$ cat src/rtl/spi_tx_arbiter_pkg.sv
// Shared SPI package: arbiter FSM encoding, master command constant and the
// frame length legality helper.
package spi_tx_arbiter_pkg;

    typedef enum logic [2:0] {
        ST_IDLE   = 3'd0,
        ST_LOAD   = 3'd1,
        ST_START  = 3'd2,
        ST_WAIT_H = 3'd3,
        ST_WAIT_L = 3'd4,
        ST_DONE   = 3'd5
    } state_t;

    localparam logic [2:0] M_CMD_SINGLE_WRITE = 3'd0;

    localparam int TMO_W = 16;

    // A zero-length frame or one longer than the master's buffer is rejected.
    function automatic logic len_bad(input logic [7:0] n, input int max_n);
        return (n == 8'd0) || (int'(n) > max_n);
    endfunction

endpackage

$ cat src/rtl/spi_tx_arbiter_if.sv
// Bundle of requester-side and SPI-master-side signals around the arbiter.
interface spi_tx_arbiter_if #(
    parameter int REQ_NUM      = 4,
    parameter int MAX_BYTE_NUM = 32
);
    // Handshake: a requester holds REQ_I[i] (with its BYTE_NUM/PDATA slice
    // stable) until it sees DONE_O[i] or ERR_O[i]; GNT_O[i] marks the frame in
    // flight. Towards the master, one M_START_O pulse launches a frame and the
    // master reports it with a BUSY high period whose falling edge ends it.
    logic [REQ_NUM-1:0]                REQ_I;
    logic [REQ_NUM*8-1:0]              BYTE_NUM_I;
    logic [REQ_NUM*MAX_BYTE_NUM*8-1:0] PDATA_I;
    logic [REQ_NUM-1:0]                GNT_O;
    logic [REQ_NUM-1:0]                DONE_O;
    logic [REQ_NUM-1:0]                ERR_O;
    logic [MAX_BYTE_NUM*8-1:0]         M_PDATA_O;
    logic [7:0]                        M_BYTE_NUM_O;
    logic [2:0]                        M_CMD_O;
    logic                              M_START_O;
    logic                              M_BUSY_I;

    modport slave (
        input  REQ_I, BYTE_NUM_I, PDATA_I, M_BUSY_I,
        output GNT_O, DONE_O, ERR_O, M_PDATA_O, M_BYTE_NUM_O, M_CMD_O, M_START_O
    );

    modport master (
        output REQ_I, BYTE_NUM_I, PDATA_I, M_BUSY_I,
        input  GNT_O, DONE_O, ERR_O, M_PDATA_O, M_BYTE_NUM_O, M_CMD_O, M_START_O
    );

endinterface

$ cat src/rtl/spi_tx_arbiter_rr_arbiter.sv
// Combinational round-robin pick: first requester after last_grant wins.
module rr_arbiter #(
    parameter int REQ_NUM = 4
) (
    input  logic [REQ_NUM-1:0]         req,
    input  logic [$clog2(REQ_NUM)-1:0] last_grant,
    output logic [REQ_NUM-1:0]         gnt
);
    localparam int IDX_W = $clog2(REQ_NUM);

    logic             found;
    logic [IDX_W-1:0] idx;

    always_comb begin
        gnt   = '0;
        found = 1'b0;
        idx   = '0;
        for (int k = 1; k <= REQ_NUM; k++) begin
            idx = IDX_W'((int'(last_grant) + k) % REQ_NUM);
            if (!found && req[idx]) begin
                gnt[idx] = 1'b1;
                found    = 1'b1;
            end
        end
    end

endmodule

$ cat src/rtl/spi_tx_arbiter.sv
// Round-robin arbiter that hands one requester's frame at a time to an SPI
// write master and reports completion, rejection or master timeout.
module spi_tx_arbiter
    import spi_tx_arbiter_pkg::*;
#(
    parameter int REQ_NUM      = 4,
    parameter int MAX_BYTE_NUM = 32,
    parameter int BUSY_TIMEOUT = 1023
) (
    input  logic            S_AXI_ACLK,
    input  logic            S_AXI_ARESETN,
    spi_tx_arbiter_if.slave bus,
    output state_t          fsm_state
);
    localparam int               IDX_W    = $clog2(REQ_NUM);
    localparam int               FRAME_W  = MAX_BYTE_NUM * 8;
    localparam logic [TMO_W-1:0] TMO_LAST = TMO_W'(BUSY_TIMEOUT - 1);

    state_t             state;
    logic [REQ_NUM-1:0] winner;
    logic [IDX_W-1:0]   win_idx;
    logic [REQ_NUM-1:0] sel;
    logic [IDX_W-1:0]   sel_idx;
    logic [IDX_W-1:0]   last_grant;
    logic [REQ_NUM-1:0] gnt_q;
    logic [REQ_NUM-1:0] done_q;
    logic [REQ_NUM-1:0] err_q;
    logic               start_q;
    logic [FRAME_W-1:0] pdata_q;
    logic [7:0]         byte_num_q;
    logic [7:0]         byte_num_sel;
    logic [TMO_W-1:0]   cnt;

    rr_arbiter #(.REQ_NUM(REQ_NUM)) u_rr (
        .req        (bus.REQ_I),
        .last_grant (last_grant),
        .gnt        (winner)
    );

    always_comb begin
        win_idx = '0;
        for (int i = 0; i < REQ_NUM; i++) begin
            if (winner[i]) win_idx = IDX_W'(i);
        end
    end

    assign byte_num_sel = bus.BYTE_NUM_I[sel_idx*8 +: 8];

    always_ff @(posedge S_AXI_ACLK or negedge S_AXI_ARESETN) begin
        if (!S_AXI_ARESETN) begin
            state      <= ST_IDLE;
            sel        <= '0;
            sel_idx    <= '0;
            last_grant <= IDX_W'(REQ_NUM - 1);
            gnt_q      <= '0;
            done_q     <= '0;
            err_q      <= '0;
            start_q    <= 1'b0;
            pdata_q    <= '0;
            byte_num_q <= '0;
            cnt        <= '0;
        end else begin
            done_q  <= '0;
            err_q   <= '0;
            start_q <= 1'b0;
            case (state)
                ST_IDLE: begin
                    if (|bus.REQ_I) begin
                        sel     <= winner;
                        sel_idx <= win_idx;
                        state   <= ST_LOAD;
                    end
                end
                ST_LOAD: begin
                    pdata_q    <= bus.PDATA_I[sel_idx*FRAME_W +: FRAME_W];
                    byte_num_q <= byte_num_sel;
                    if (len_bad(byte_num_sel, MAX_BYTE_NUM)) begin
                        // Rejected frames still rotate priority so a bad
                        // requester cannot starve the others.
                        err_q      <= sel;
                        last_grant <= sel_idx;
                        state      <= ST_IDLE;
                    end else begin
                        gnt_q   <= sel;
                        start_q <= 1'b1;
                        state   <= ST_START;
                    end
                end
                ST_START: begin
                    cnt   <= '0;
                    state <= ST_WAIT_H;
                end
                ST_WAIT_H: begin
                    if (bus.M_BUSY_I) begin
                        state <= ST_WAIT_L;
                    end else if (cnt == TMO_LAST) begin
                        err_q      <= sel;
                        gnt_q      <= '0;
                        last_grant <= sel_idx;
                        state      <= ST_IDLE;
                    end else begin
                        cnt <= cnt + 1'b1;
                    end
                end
                ST_WAIT_L: begin
                    if (!bus.M_BUSY_I) begin
                        done_q     <= sel;
                        gnt_q      <= '0;
                        last_grant <= sel_idx;
                        state      <= ST_DONE;
                    end
                end
                ST_DONE: begin
                    state <= ST_IDLE;
                end
                default: begin
                    state <= ST_IDLE;
                end
            endcase
        end
    end

    assign bus.GNT_O        = gnt_q;
    assign bus.DONE_O       = done_q;
    assign bus.ERR_O        = err_q;
    assign bus.M_PDATA_O    = pdata_q;
    assign bus.M_BYTE_NUM_O = byte_num_q;
    assign bus.M_CMD_O      = M_CMD_SINGLE_WRITE;
    assign bus.M_START_O    = start_q;
    assign fsm_state        = state;

endmodule

$ cat src/flat_wrapper.sv
// flat-port wrapper written by rule: the top's interface ports become plain ports
module spi_tx_arbiter_flat import spi_tx_arbiter_pkg::*;
#(
    parameter int REQ_NUM      = 4,
    parameter int MAX_BYTE_NUM = 32,
    parameter int BUSY_TIMEOUT = 1023
)
  (S_AXI_ACLK, S_AXI_ARESETN, fsm_state, bus_REQ_I, bus_BYTE_NUM_I, bus_PDATA_I, bus_M_BUSY_I, bus_GNT_O, bus_DONE_O, bus_ERR_O, bus_M_PDATA_O, bus_M_BYTE_NUM_O, bus_M_CMD_O, bus_M_START_O);
  spi_tx_arbiter_if #(.REQ_NUM(REQ_NUM), .MAX_BYTE_NUM(MAX_BYTE_NUM)) bus_i ();
  input  logic S_AXI_ACLK;
  input  logic S_AXI_ARESETN;
  output state_t fsm_state;
  input wire logic [$bits(bus_i.REQ_I)-1:0] bus_REQ_I;
  input wire logic [$bits(bus_i.BYTE_NUM_I)-1:0] bus_BYTE_NUM_I;
  input wire logic [$bits(bus_i.PDATA_I)-1:0] bus_PDATA_I;
  input wire logic [$bits(bus_i.M_BUSY_I)-1:0] bus_M_BUSY_I;
  output wire logic [$bits(bus_i.GNT_O)-1:0] bus_GNT_O;
  output wire logic [$bits(bus_i.DONE_O)-1:0] bus_DONE_O;
  output wire logic [$bits(bus_i.ERR_O)-1:0] bus_ERR_O;
  output wire logic [$bits(bus_i.M_PDATA_O)-1:0] bus_M_PDATA_O;
  output wire logic [$bits(bus_i.M_BYTE_NUM_O)-1:0] bus_M_BYTE_NUM_O;
  output wire logic [$bits(bus_i.M_CMD_O)-1:0] bus_M_CMD_O;
  output wire logic [$bits(bus_i.M_START_O)-1:0] bus_M_START_O;
  assign bus_i.REQ_I = bus_REQ_I;
  assign bus_i.BYTE_NUM_I = bus_BYTE_NUM_I;
  assign bus_i.PDATA_I = bus_PDATA_I;
  assign bus_i.M_BUSY_I = bus_M_BUSY_I;
  assign bus_GNT_O = bus_i.GNT_O;
  assign bus_DONE_O = bus_i.DONE_O;
  assign bus_ERR_O = bus_i.ERR_O;
  assign bus_M_PDATA_O = bus_i.M_PDATA_O;
  assign bus_M_BYTE_NUM_O = bus_i.M_BYTE_NUM_O;
  assign bus_M_CMD_O = bus_i.M_CMD_O;
  assign bus_M_START_O = bus_i.M_START_O;
  spi_tx_arbiter #(.REQ_NUM(REQ_NUM), .MAX_BYTE_NUM(MAX_BYTE_NUM), .BUSY_TIMEOUT(BUSY_TIMEOUT)) u_core (.S_AXI_ACLK(S_AXI_ACLK), .S_AXI_ARESETN(S_AXI_ARESETN), .bus(bus_i), .fsm_state(fsm_state));
endmodule
$ cat config.mk
export PLATFORM = sky130hd
export DESIGN_NAME = spi_tx_arbiter_flat
export DESIGN_NICKNAME = d
export VERILOG_FILES = /design/src/rtl/spi_tx_arbiter_pkg.sv /design/src/rtl/spi_tx_arbiter_if.sv /design/src/rtl/spi_tx_arbiter_rr_arbiter.sv /design/src/rtl/spi_tx_arbiter.sv /design/src/flat_wrapper.sv
export SDC_FILE = /design/constraint.sdc
export NUM_CORES = 1
export LEC_CHECK = 0
export CORE_AREA = 2 2 528 530
export CTS_CLUSTER_DIAMETER = 30
export DETAILED_ROUTE_END_ITERATION = 10
export DIE_AREA = 0 0 530 532
export PLACE_DENSITY = 0.3
export SLEW_MARGIN = 10
export SYNTH_ARGS = -nofsm -noshare
export SYNTH_HDL_FRONTEND = slang
export SYNTH_SLANG_ARGS = --single-unit
$ cat constraint.sdc
create_clock -name S_AXI_ACLK -period 3 [get_ports S_AXI_ACLK]
set_input_delay 0.45 -clock S_AXI_ACLK [delete_from_list [all_inputs] [get_ports S_AXI_ACLK]]
set_output_delay 0.45 -clock S_AXI_ACLK [all_outputs]
set_load 0.01 [all_outputs]
==> key figures <==
Drt
  – Routed Antenna Nets: 0
  – Vias after detailed routing: 22,000
  – Drt drc: 0
  – DRT Pass-1 Iters: 5
  – Routed WL: 230,000 um
  – DR iter-0 viols: 1,347
  – Vias per inst: 3.15
  – WL per Instance: 33.0 um

Floorplan
  – Io pins: 1,346
  – Die area: 282,000 um2
  – Core Footprint: 276,000 um2
  – DIE HEIGHT: 532 um
  – Cell Rows: 193
  – Starting Density: 6.66%
  – Die outline width: 530 um

Power
  – Psw: 17,100 uW
  – Switching Fraction: 39.6%
  – P_int: 26,100 uW
  – Combinational power share: 48.2%
  – P per Cell Area: 1040 nW/um2
  – Leak Pwr: 0.0161 uW
  – Clock power frac: 34.1%
  – VDD IR max: 675 uV
  – Flop pwr share: 17.7%

Critical path
  – Top delay family on crit path: simple AND/OR/NAND/NOR gates
  – Largest stage delay, worst path: 0.52 ns
  – Crit Path Max Fanout: 10
  – Slowest cell on the critical path: dfstp_2
  – Crit-path cells: inv_1 > ha_1 > mux4_2 > nor4b_2 > and2_1 > a311oi_1 > o32ai_1 > buf_4
  – Critical Path End Type: flip-flop
  – Data arrival time of the critical path: 3.48 ns
  – Worst path required time: 3.70 ns
  – CP bufs+invs: 2
  – Critical path type: flip-flop to flip-flop
  – Worst setup SP type: flip-flop

GRT
  – Gr usage total: 15.8%
  – Antenna violations before repair: 352
  – Total congestion overflow: 0
  – Vias in the first global route: 22,000
  – Largest net degree at the start of global routing: 91
  – First-pass GRT wire length: 280,000 um

Flow run
  – Max_cap viols: 0

STA
  – RSZ-0062 raised after global routing: false
  – Fmax: 361 MHz
  – Final setup fails: 0
  – Final hold viol count: 0
  – Final setup skew: 0.0475 ns
  – Setup TNS: 0 ns
  – Final period util: 92.4%
  – Fin crit period: 2.77 ns
  – Worst slew pin tran: 0.758 ns
  – Slew margin rel.: 49.4%
  – Min setup slack post-route: 0.229 ns
  – Hold Slack: 0.160 ns
  – Slew Viols, Final: 0

Layout
  – Layout area overhead: 126%
  – Layout cells sized above 1: 16.8%
  – Filler Cell Count: 31,000
  – Design area: 41,600 um2
  – Commonest non-fill, non-tap cells in the layout: clkdlybuf4s50_1 (1,341), nand2_1 (812), dfrtp_1 (300)
  – Commonest non-fill, non-tap cell in the layout: clkdlybuf4s50_1
  – Nets: 4,164
  – Non-Filler Instances: 6,980

Placement
  – PortBufs: 1,342
  – DP Area: 36,500 um2
  – GP Congestion: 0.920
  – Placed cells: 6,637
  – DP Worst Slack: 0.0221 ns
  – DP Wirelength: 201,000 um

Logic synthesis
  – Seq/Total Area, Yosys: 41.4%
  – Synth warn: 0
  – Number of synthesized flops with an enable pin: 0
  – Top FF cell, synth: dfrtp_1
  – Cell taking the most area after synthesis: dfrtp_1
  – Seq cells post-synth: 304
  – Cells after Synth: 1,673
  – Asr flop ratio synth: 100%
  – Area contributors post-synth: dfrtp_1 (41%), mux4_2 (33%), nand2_1 (17%)
  – Top-area cell type share of the netlist area: 41.1%
  – Synthesized area per cell: 11.0 um2
  – Post-Syn Area: 18,400 um2
  – Distinct cells, synth: 56

Clocking
  – Sink Count: 304
  – CTS Buffer Depth: 4
  – Root buf cell: clkbuf_16
  – Clk_lat worst skew: 0.81 ns
  – Post-CTS Repair Setup Buffers: 0
  – Clock-pin slew on the worst setup and hold paths: 0.04 ns
  – CTS buffer count: 156
  – CTS tree: built
  – H-tree Lvls: 4

Hold path
  – Hold Path Class: input pin to async pin

Status
  – Status: finished clean
## synthesized netlist by cell type, drive strengths merged (2+ instances only)
library cell,n
mux2,2
a21o,4
nor2b,3
nor2,21
nand4,3
and4,2
a22o,2
xnor2,15
dfstp,2
and2,6
a41o,2
buf,43
or2,2
clkbuf,89
a21oi,9
inv,10
a2111oi,11
a211oi,3
nor3,2
o2bb2ai,4
dfrtp,302
ha,10
o21ai,9
nand2,812
or3,3
mux4,268
or4,3
nor4,2
nor4b,4
nand3b,3
nand3,5
## power groups by stage
stage	Clock [uW]	Combinational, uW	Sequential (uW)
floorplan	0	9390	8010
global placement	0	21500	7650
detailed placement	0	21500	7650
CTS	15100	21600	7660
global route	15400	22600	7890
finish	14700	20800	7630
## final cells by class
class                      instances  area (um2)  area share, %
antenna                           68         170          0.409
multi-input combinational       1229       10200           24.5
sequential                       304        7620           18.3
clock buffer                     250        4590           11.0
tap                             3705        4640           11.1
clock inverter                    24         303          0.728
inverter                          10        37.5         0.0902
timing repair buffer            1390       14100           33.8
## registers in the layout, summed over array words and instances, names as in the netlist
register and cells:
u_core.bus.DONE_O 4, u_core.bus.ERR_O 4, u_core.bus.GNT_O 4, u_core.bus.M_BYTE_NUM_O 8
u_core.bus.M_PDATA_O 256, u_core.bus.M_START_O 1, u_core.cnt 16, u_core.fsm_state 3
u_core.last_grant 2, u_core.sel 4, u_core.sel_idx 2
## kinds of logic after synthesis
group / after synthesis / share of synthesized area, %
xor+xnor: 15 / 0.715
mux: 271 / 33.0
flops: 304 / 41.4
compound gates: 55 / 2.21
fa+ha+maj: 10 / 0.681
simple gates: 875 / 18.7
buf+inv: 142 / 3.22
other cells: 1 / 0.0204
## final timing paths
| path | start | to | slack [ns] | cells past startpoint |
|---|---|---|---|---|
| setup / recovery | u_core.last_grant[0] | u_core.sel_idx[0] | 0.23 | 8 |
| hold / removal | S_AXI_ARESETN | u_core.bus.M_PDATA_O[209] | 0.16 | 2 |
| setup reg to reg | u_core.last_grant[0] | u_core.sel_idx[0] | 0.23 | 8 |
| hold reg to reg | u_core.bus.M_PDATA_O[71] | u_core.bus.M_PDATA_O[71] | 0.47 | 2 |
| max in group asynchronous | S_AXI_ARESETN | u_core.bus.M_PDATA_O[129] | 1.92 | 4 |
| min in group S_AXI_ACLK | bus_M_BUSY_I | u_core.fsm_state[2] | 0.43 | 2 |
## stage by stage
step	power [uW]	util, %
finish	43200	15.1
global placement	29200	13.2
detailed placement	29100	13.2
global route	45800	15.0
floorplan	17400	-
CTS	44400	15.0
## timing repair
action | 4_1_cts | 5_1_grt
gates resized for setup | 0 | 0
hold buffers | 1 | 0
hold endpoints to repair | 155 | 0
## metal layers
layer	GRT usage [%]	share of wire, %
met5	0	0.63
met4	2.94	2.4
met3	10.6	15
met2	24.6	44
met1	17.9	38
Power figures use the tool's default switching activity.
